==> src/rtl/cheshire_pkg.sv <==
// rtl/cheshire_pkg.sv - shared types and default addresses for the boot sequencer
package cheshire_pkg;

    localparam logic [47:0] ScratchRegsBase = 48'h0300_0000;
    localparam logic [47:0] LlcCfgBase      = 48'h0300_1000;

    localparam logic [47:0] BootLlcCfgAddr  = LlcCfgBase;
    localparam logic [47:0] BootEntryAddr   = ScratchRegsBase;
    localparam logic [47:0] BootStartAddr   = ScratchRegsBase + 48'h8;
    localparam logic [47:0] BootEocAddr     = ScratchRegsBase + 48'h4 + 48'h10;

    typedef logic [3:0] boot_seq_state_e;

    localparam boot_seq_state_e ST_IDLE        = 4'd0;
    localparam boot_seq_state_e ST_WAIT_BIST   = 4'd1;
    localparam boot_seq_state_e ST_CFG_LLC     = 4'd2;
    localparam boot_seq_state_e ST_WR_ENTRY_LO = 4'd3;
    localparam boot_seq_state_e ST_WR_ENTRY_HI = 4'd4;
    localparam boot_seq_state_e ST_WR_START    = 4'd5;
    localparam boot_seq_state_e ST_POLL_WAIT   = 4'd6;
    localparam boot_seq_state_e ST_POLL_RD     = 4'd7;
    localparam boot_seq_state_e ST_DONE        = 4'd8;
    localparam boot_seq_state_e ST_ERROR       = 4'd9;

    typedef enum logic [1:0] {
        ERR_NONE = 2'd0,
        ERR_BIST = 2'd1,
        ERR_BUS  = 2'd2
    } err_code_e;

endpackage

==> src/rtl/cheshire_boot_seq_bus_if.sv <==
// rtl/cheshire_boot_seq_bus_if.sv - single-outstanding register-bus request/response engine
module cheshire_boot_seq_bus_if #(
    parameter int unsigned AddrWidth = 48,
    parameter int unsigned DataWidth = 32
) (
    input  logic                 clk_i,
    input  logic                 rst_ni,
    input  logic                 issue_i,
    input  logic                 write_i,
    input  logic [AddrWidth-1:0] addr_i,
    input  logic [DataWidth-1:0] wdata_i,
    output logic                 req_valid_o,
    output logic                 req_write_o,
    output logic [AddrWidth-1:0] req_addr_o,
    output logic [DataWidth-1:0] req_wdata_o,
    input  logic                 req_ready_i,
    input  logic                 rsp_valid_i,
    input  logic [DataWidth-1:0] rsp_rdata_i,
    input  logic                 rsp_error_i,
    output logic                 idle_o,
    output logic                 rsp_done_o,
    output logic                 rsp_err_o,
    output logic [DataWidth-1:0] rsp_rdata_o
);

    logic wait_q;
    logic accept;

    // A response in the acceptance cycle itself is consumed as well.
    assign accept      = req_valid_o && req_ready_i;
    assign rsp_done_o  = rsp_valid_i && (wait_q || accept);
    assign rsp_err_o   = rsp_done_o && rsp_error_i;
    assign rsp_rdata_o = rsp_rdata_i;
    assign idle_o      = !req_valid_o && !wait_q;

    // Request registers: load on issue, hold until accepted, then wait for the response.
    always_ff @(posedge clk_i or negedge rst_ni) begin
        if (!rst_ni) begin
            req_valid_o <= 1'b0;
            req_write_o <= 1'b0;
            req_addr_o  <= '0;
            req_wdata_o <= '0;
            wait_q      <= 1'b0;
        end else if (idle_o && issue_i) begin
            req_valid_o <= 1'b1;
            req_write_o <= write_i;
            req_addr_o  <= addr_i;
            req_wdata_o <= wdata_i;
        end else if (accept) begin
            req_valid_o <= 1'b0;
            wait_q      <= !rsp_valid_i;
        end else if (rsp_done_o) begin
            wait_q      <= 1'b0;
        end
    end

endmodule

==> src/rtl/cheshire_boot_seq.sv <==
// rtl/cheshire_boot_seq.sv - hardware boot sequencer: BIST wait, LLC/SPM setup, entry/start writes, EOC polling
module cheshire_boot_seq
    import cheshire_pkg::*;
#(
    parameter int unsigned          AddrWidth   = 48,
    parameter int unsigned          DataWidth   = 32,
    parameter logic [AddrWidth-1:0] LlcCfgAddr  = AddrWidth'(BootLlcCfgAddr),
    parameter logic [DataWidth-1:0] LlcSpmMask  = DataWidth'(32'h0000_00ff),
    parameter logic [AddrWidth-1:0] EntryAddr   = AddrWidth'(BootEntryAddr),
    parameter logic [AddrWidth-1:0] StartAddr   = AddrWidth'(BootStartAddr),
    parameter logic [AddrWidth-1:0] EocAddr     = AddrWidth'(BootEocAddr),
    parameter int unsigned          PollCycles  = 1024,
    parameter int unsigned          BistTimeout = 65535
) (
    input  logic                 clk_i,
    input  logic                 rst_ni,
    input  logic                 start_i,
    input  logic [63:0]          entry_i,
    input  logic                 bist_done_i,
    output logic                 req_valid_o,
    output logic                 req_write_o,
    output logic [AddrWidth-1:0] req_addr_o,
    output logic [DataWidth-1:0] req_wdata_o,
    input  logic                 req_ready_i,
    input  logic                 rsp_valid_i,
    input  logic [DataWidth-1:0] rsp_rdata_i,
    input  logic                 rsp_error_i,
    output logic                 busy_o,
    output logic                 done_o,
    output logic [DataWidth-2:0] exit_status_o,
    output logic                 err_o,
    output logic [1:0]           err_code_o
);

    boot_seq_state_e      state_q;
    boot_seq_state_e      bus_next;
    logic [63:0]          entry_q;
    logic [31:0]          cnt_q;
    logic                 done_q;
    logic [DataWidth-2:0] exit_status_q;
    err_code_e            err_code_q;

    logic                 issue;
    logic                 req_write_d;
    logic [AddrWidth-1:0] req_addr_d;
    logic [DataWidth-1:0] req_wdata_d;
    logic                 bus_idle;
    logic                 bus_done;
    logic                 bus_err;
    logic [DataWidth-1:0] bus_rdata;

    // Each bus state issues its transfer once the engine is idle and names its successor.
    always_comb begin
        issue       = 1'b0;
        req_write_d = 1'b1;
        req_addr_d  = '0;
        req_wdata_d = '0;
        bus_next    = ST_IDLE;
        case (state_q)
            ST_CFG_LLC: begin
                issue       = bus_idle;
                req_addr_d  = LlcCfgAddr;
                req_wdata_d = LlcSpmMask;
                bus_next    = ST_WR_ENTRY_LO;
            end
            ST_WR_ENTRY_LO: begin
                issue       = bus_idle;
                req_addr_d  = EntryAddr;
                req_wdata_d = entry_q[31:0];
                bus_next    = ST_WR_ENTRY_HI;
            end
            ST_WR_ENTRY_HI: begin
                issue       = bus_idle;
                req_addr_d  = EntryAddr + AddrWidth'(4);
                req_wdata_d = entry_q[63:32];
                bus_next    = ST_WR_START;
            end
            ST_WR_START: begin
                issue       = bus_idle;
                req_addr_d  = StartAddr;
                req_wdata_d = DataWidth'(1);
                bus_next    = ST_POLL_WAIT;
            end
            ST_POLL_RD: begin
                issue       = bus_idle;
                req_write_d = 1'b0;
                req_addr_d  = EocAddr;
                bus_next    = ST_POLL_WAIT;
            end
            default: ;
        endcase
    end

    cheshire_boot_seq_bus_if #(
        .AddrWidth (AddrWidth),
        .DataWidth (DataWidth)
    ) i_bus_if (
        .clk_i       (clk_i),
        .rst_ni      (rst_ni),
        .issue_i     (issue),
        .write_i     (req_write_d),
        .addr_i      (req_addr_d),
        .wdata_i     (req_wdata_d),
        .req_valid_o (req_valid_o),
        .req_write_o (req_write_o),
        .req_addr_o  (req_addr_o),
        .req_wdata_o (req_wdata_o),
        .req_ready_i (req_ready_i),
        .rsp_valid_i (rsp_valid_i),
        .rsp_rdata_i (rsp_rdata_i),
        .rsp_error_i (rsp_error_i),
        .idle_o      (bus_idle),
        .rsp_done_o  (bus_done),
        .rsp_err_o   (bus_err),
        .rsp_rdata_o (bus_rdata)
    );

    // Boot flow state machine with the shared BIST-timeout / poll-interval counter.
    always_ff @(posedge clk_i or negedge rst_ni) begin
        if (!rst_ni) begin
            state_q       <= ST_IDLE;
            entry_q       <= '0;
            cnt_q         <= '0;
            done_q        <= 1'b0;
            exit_status_q <= '0;
            err_code_q    <= ERR_NONE;
        end else begin
            case (state_q)
                ST_IDLE, ST_DONE, ST_ERROR: begin
                    if (start_i) begin
                        entry_q       <= entry_i;
                        cnt_q         <= '0;
                        done_q        <= 1'b0;
                        exit_status_q <= '0;
                        err_code_q    <= ERR_NONE;
                        state_q       <= ST_WAIT_BIST;
                    end
                end
                ST_WAIT_BIST: begin
                    // BIST completion takes priority over a timeout in the same cycle.
                    if (bist_done_i) begin
                        cnt_q   <= '0;
                        state_q <= ST_CFG_LLC;
                    end else if (cnt_q == BistTimeout - 1) begin
                        cnt_q      <= '0;
                        err_code_q <= ERR_BIST;
                        state_q    <= ST_ERROR;
                    end else begin
                        cnt_q <= cnt_q + 32'd1;
                    end
                end
                ST_CFG_LLC, ST_WR_ENTRY_LO, ST_WR_ENTRY_HI, ST_WR_START: begin
                    if (bus_err) begin
                        err_code_q <= ERR_BUS;
                        state_q    <= ST_ERROR;
                    end else if (bus_done) begin
                        cnt_q   <= '0;
                        state_q <= bus_next;
                    end
                end
                ST_POLL_WAIT: begin
                    if (cnt_q == PollCycles - 1) begin
                        cnt_q   <= '0;
                        state_q <= ST_POLL_RD;
                    end else begin
                        cnt_q <= cnt_q + 32'd1;
                    end
                end
                ST_POLL_RD: begin
                    if (bus_err) begin
                        err_code_q <= ERR_BUS;
                        state_q    <= ST_ERROR;
                    end else if (bus_done) begin
                        cnt_q <= '0;
                        if (bus_rdata[0]) begin
                            done_q        <= 1'b1;
                            exit_status_q <= bus_rdata[DataWidth-1:1];
                            state_q       <= ST_DONE;
                        end else begin
                            state_q <= bus_next;
                        end
                    end
                end
                default: state_q <= ST_IDLE;
            endcase
        end
    end

    assign busy_o        = (state_q != ST_IDLE) && (state_q != ST_DONE) && (state_q != ST_ERROR);
    assign done_o        = done_q;
    assign exit_status_o = exit_status_q;
    assign err_o         = (err_code_q != ERR_NONE);
    assign err_code_o    = err_code_q;

endmodule
==> config.mk <==
export PLATFORM = sky130hd
export DESIGN_NAME = cheshire_boot_seq
export DESIGN_NICKNAME = d
export VERILOG_FILES = /design/src/rtl/cheshire_pkg.sv /design/src/rtl/cheshire_boot_seq_bus_if.sv /design/src/rtl/cheshire_boot_seq.sv
export SDC_FILE = /design/constraint.sdc
export NUM_CORES = 1
export LEC_CHECK = 0
export CORE_MARGIN = 4
export CORE_UTILIZATION = 49
export CTS_CLUSTER_DIAMETER = 60
export DETAILED_ROUTE_END_ITERATION = 10
export PLACE_DENSITY = 0.89
export SLEW_MARGIN = 20
export SYNTH_ARGS = -nofsm -noshare
export SYNTH_HDL_FRONTEND = slang
export SYNTH_SLANG_ARGS = --single-unit
==> constraint.sdc <==
create_clock -name clk_i -period 2.41 [get_ports clk_i]
set_input_delay 0.3615 -clock clk_i [delete_from_list [all_inputs] [get_ports clk_i]]
set_output_delay 0.3615 -clock clk_i [all_outputs]
set_load 0.01 [all_outputs]
Yosys cells after proc, flatten, opt, wreduce, memory -nomap -nowiden

Index checks and enable logic that the tools add are counted.

Register bits: 217
Output and inout port bits: 118
Logic and storage cells: 109

Add/subtract/negate cells: 1
Eq/ne operators: 26
Multiplexer cells: 41
Bitwise operators: 1
Reductions and logical operators: 29

Operators by type and width:

| operator                | number |
|---|---|
| $pmux W32 S4            | 2 |
| $mux W32                | 6 |
| $pmux W26 S5            | 1 |
| $mux W31                | 4 |
| $pmux W31 S2            | 1 |
| $mux W4                 | 9 |
| $add A32 B1 Y32 const B | 1 |
| $eq A32 B10 Y1 const B  | 1 |
| $eq A32 B16 Y1 const B  | 1 |
| $pmux W4 S5             | 1 |
| $eq A4 B3 Y1 const B    | 4 |
| $reduce_and A5 Y1       | 3 |
| $ne A2 B2 Y1 const B    | 7 |
| $pmux W3 S4             | 1 |
| $mux W1                 | 10 |
| $eq A4 B2 Y1 const B    | 2 |
| $eq A4 B4 Y1 const B    | 2 |
| $mux W2                 | 4 |
| $ne A4 B4 Y1 const B    | 2 |
| $reduce_bool A2 Y1      | 4 |
| $reduce_bool A4 Y1      | 2 |
| $logic_and A1 B1 Y1     | 7 |
| $ne A2 B1 Y1 const B    | 3 |
| $ne A3 B2 Y1 const B    | 2 |
| 15 further kinds        | 18 |

Depth between registers and ports, before layout

Word-level depth: 7
Gate-level depth with buffers: 8
Mapped depth without buffers: 6

Hierarchy

Synthesis repeated with hierarchy kept, for this count alone.

Cell total of the unflattened synthesis: 798
Area, all modules: 10232.3 µm²

By module, submodules not included:

| module                   | times used | cells each | area an instance (µm²) | seq. area each (µm²) |
|---|---|---|---|---|
| cheshire_boot_seq        | 1          | 585        | 6482.5                 | 3353.2 |
| cheshire_boot_seq_bus_if | 1          | 213        | 3749.8                 | 2077.0 |

Worst setup path after synthesis

Ideal clock, no wire load.

Kind: reg2reg
Start: reg state_q[0]
End: reg state_q[1]
Setup time: 128 ps
Arrival time: 1785 ps
Slack: 498 ps
Cell stages (with the launch flop): 7
Path buffers: 1
Clock period less this slack: 1912 ps
Cells stage by stage: dfrtp_1 -> clkbuf_1 -> inv_1 -> o21ai_0 -> o32a_1 -> nand3_1 -> mux2_1

Longest elaborated chain between the ends: 7
Elaborated cells between the ends (all ways): 26
Those cells by class: 14 x eq/ne; 7 x mux; 5 x reduce/logical

RTL lines:

| what                              | RTL line                                          | source |
|---|---|---|
| from (decl)                       | cheshire_boot_seq.sv:35                           | `boot_seq_state_e state_q;` |
| from (signal assigned)            | cheshire_boot_seq.sv:158                          | `state_q <= bus_next;` |
| from (signal assigned)            | cheshire_boot_seq.sv:180                          | `state_q <= bus_next;` |
| $eq A4 B3 Y1                      | cheshire_boot_seq.sv:59, cheshire_boot_seq.sv:128 |  |
| $reduce_or A2 Y1 (no source line) | --                                                |  |
| $pmux W3 S4                       | cheshire_boot_seq.sv:59                           | `case (state_q)` |
| $mux W4                           | cheshire_boot_seq.sv:175                          | `if (bus_rdata[0]) begin` |
| $mux W4                           | cheshire_boot_seq.sv:173                          | `end else if (bus_done) begin` |
| $mux W4                           | cheshire_boot_seq.sv:170                          | `if (bus_err) begin` |
| $pmux W4 S5                       | cheshire_boot_seq.sv:128                          | `case (state_q)` |

Several ways; a longest one is shown, not always the timed one. The select of a mux whose other input is x is not followed.
A chain may end at the register's enable or synchronous reset.

Worst setup path after layout

Start: reg state_q[0]
End: out busy_o

Longest elaborated chain between the ends: 3
Elaborated cells between the ends (all ways): 5
Those cells by class: 2 x eq/ne; 3 x reduce/logical

RTL lines:

| what                                               | RTL line                 | source |
|---|---|---|
| $ne A4 B4 Y1 or $reduce_bool A4 Y1 (tied branches) | cheshire_boot_seq.sv:189 | `assign busy_o = (state_q != ST_IDLE) && (state_q != ST_DONE) && (state_q != ST_ERROR);` |
| $logic_and A1 B1 Y1                                | cheshire_boot_seq.sv:189 |  |
| $logic_and A1 B1 Y1 *                              | cheshire_boot_seq.sv:189 |  |
| to (decl)                                          | cheshire_boot_seq.sv:28  | `output logic busy_o,` |

Every way passes the cells marked *; elsewhere a longest branch is shown, timed or not.

==> results.json <==
{
  "status": "finished clean",
  "boundaryPins": 221,
  "drt_drc_violations_left": 0,
  "hold_class": "primary input to async pin",
  "die_y_um": 136.9,
  "ys_warn_count": 0,
  "final_cells": 1189,
  "synth-edff-count": 0,
  "final_net_count": 1065,
  "p_leak_nw": 4.583,
  "ys_top_cells_by_area": "dfrtp_1, mux2_2, nand2_1",
  "antenna_found_initial": 0,
  "r2r_start": "cnt_q[4]",
  "synth.most_common_cell": "dfrtp_1",
  "criticalPathCategory": "register to output pin",
  "grt_max_degree": 90,
  "final-setup-viol-count": 0,
  "die_area_um2": 18750,
  "htreeDepth": 4,
  "skew_ns": 0.01204,
  "finalMaxSlewViolations": 0,
  "post-route-period-util_pct": 93.12,
  "synth_commonest_cells": "dfrtp_1, nand2_1, mux2_2, o21ai_0, buf_4",
  "ys_seq_elements": 174,
  "power_w": 0.01126,
  "area.growth.synth_to_final_pct": 31.93,
  "drv_cap": 0,
  "r2r_cells": 6,
  "register_area_um2": 4354,
  "critical_path.cell_chain": "buf_4 > inv_1 > o21ai_1 > clkdlybuf4s50_1",
  "rows": 46,
  "cts_tree": "done",
  "grt_overflow": 0,
  "core_area_um2": 16060,
  "clk_path_buf_depth": 2,
  "fin_tns_setup_ns": 0,
  "dp_hpwl_um": 14420,
  "routed_wl_um": 20760,
  "worst_hold_slack_ns": 0.4657,
  "cp_max_fo": 12,
  "startpoint_type": "register",
  "ant_nets": 0,
  "synth_top_area_share_pct": 53.46,
  "max_slew.worst_pin.slew_ns": 0.6650,
  "vias": 6530,
  "avgViaCountPerCell": 5.492,
  "synthCells": 781,
  "cts_buffers": 17,
  "min_period_ns": 2.244,
  "slowest_stage": "clkdlybuf4s50_1",
  "synthArstFlopShare_pct": 100.0,
  "relSlewSlack_pct": 55.57,
  "yosysTopAreaCell": "dfrtp_1",
  "rsz0062_at_grt": "no",
  "placed_cells": 1156,
  "insertion_delay_ns": 0.43,
  "path_clk_slew_ns": 0.08,
  "ir_drop_mv": 0.7824,
  "start_util_pct": 50.72,
  "hold_viol": 0,
  "drtIter0Drc": 431,
  "dr.pass1.iters": 5,
  "cp.required_ns": 2.05,
  "die_x_um": 136.9,
  "syn-cell-area_um2": 8144,
  "max_stage_delay_ns": 0.58,
  "root_buffer": "clkbuf_16",
  "fmax_mhz": 445.6,
  "power_density_nw_per_um2": 1048,
  "endpoint_kind": "output pin",
  "grt_usage_pct": 22.34,
  "wire_per_inst_um": 17.46,
  "diodes": 0,
  "synthFlopType": "dfrtp_1",
  "multi_input_area_um2": 3410,
  "layout-drive-gt1-share_pct": 14.18,
  "num-fill-cells": 1212,
  "cts.sinks": 174,
  "crit_arrival_ns": 1.88,
  "grt_pass1_vias": 6582,
  "crit_path_start": "state_q[0]",
  "ys_types": 58,
  "synth_seq_area_share_pct": 53.46,
  "synth_area_per_cell_um2": 10.43,
  "place_congestion": 0.8504,
  "port_buffers": 178,
  "grt_first_pass_wirelength_um": 32970
}
==> layer usage <==
metal  routed length, um  track usage, %  vias to the layer above
li1                    -               -                     3067
met1                8033           26.23                     3238
met2               10790           38.34                      200
met3                1635           8.566                       25
met4                 308           6.098                        0
met5                   0               0                        -
==> path summary, 6_finish.rpt <==
path                                        end  slack, ns
setup / recovery                         busy_o       0.17
hold / removal                      entry_q[17]       0.47
setup reg to reg                      cnt_q[14]       0.24
hold reg to reg            i_bus_if.req_write_o       0.48
max in group asynchronous       i_bus_if.wait_q       1.19
min in group clk_i         i_bus_if.req_write_o       0.48
==> layout make-up <==
type,count,share of cell area [%]
Sequential cell,174,40.53
Multi-Input combinational cell,549,31.73
Timing Repair Buffer,207,19.34
Clock buffer,17,3.959
Tap cell,216,2.515
Clock inverter,15,1.537
Inverter,11,0.3843
==> cells in the final DEF (no fill, tap or decap), types with 6 or more instances in the layout <==
cell type | netlist | layout
clkdlybuf4s50_1 | 0 | 177
dfrtp_1 | 174 | 174
nand2_1 | 128 | 128
mux2_2 | 65 | 65
o21ai_0 | 50 | 49
conb_1 | 1 | 42
a21oi_1 | 38 | 38
o21ai_1 | 29 | 29
a22oi_1 | 25 | 25
buf_4 | 44 | 22
nor2_1 | 19 | 18
clkbuf_16 | 0 | 17
o31ai_1 | 16 | 16
or4_1 | 15 | 15
inv_1 | 11 | 11
a21o_1 | 11 | 11
nand3_1 | 10 | 10
nand4_1 | 9 | 9
a221o_1 | 9 | 9
nor4_1 | 7 | 7
and3_1 | 7 | 7
buf_12 | 0 | 6
==> state kept, by name (all words and copies together) (netlist names) <==
register and cells:
cnt_q 32, i_bus_if.req_valid_o 1, err_code_o 2, i_bus_if.req_addr_o 5, i_bus_if.req_wdata_o 32, entry_q 64, done_o 1, state_q 4
exit_status_o 31, i_bus_if.req_write_o 1, i_bus_if.wait_q 1
==> worst max-delay path, delay by kind of cell, from the launching register on <==
family | cells | cell delay, ns
buf+inv | 3 | 0.86
compound gates | 1 | 0.22
flops | 1 | 0.38
==> kinds of logic after synthesis <==
family | Yosys count | share of synthesized area [%]
buffers and inverters | 99 | 6.760
XOR/XNOR | 2 | 0.2151
AO/OA/AOI/OAI | 195 | 14.70
flip-flops | 174 | 53.46
other | 1 | 0.04605
AND/OR/NAND/NOR | 239 | 14.98
multiplexers | 69 | 9.525
adder cells (fa/ha/maj) | 2 | 0.3072
==> repair_timing <==
item                                    4_1_cts  5_1_grt
endpoints found under the hold margin        55        0
gates resized for setup                       1        1
hold buffers                                  1        0
endpoints found under the setup margin        1        1
buffers inserted                              0        0
==> power breakdown <==
part	leakage [nW]	internal, W	switching [W]	total (W)
registers	2.26	0.00384	0.000512	0.00435
clock network	0.283	0.00148	0.00129	0.00277
logic	2.04	0.00205	0.00209	0.00414
==> stage by stage <==
stage	cell area, um^2	util [%]	setup WS, ns
CTS	10740	66.91	0.03178
floorplan	8298	-	0.4978
global placement	10140	63.15	0.05242
global route	10740	66.91	0.008736
finish	10740	66.91	0.1658
detailed placement	10140	63.15	-0.03584
Power figures use the tool's default switching activity.
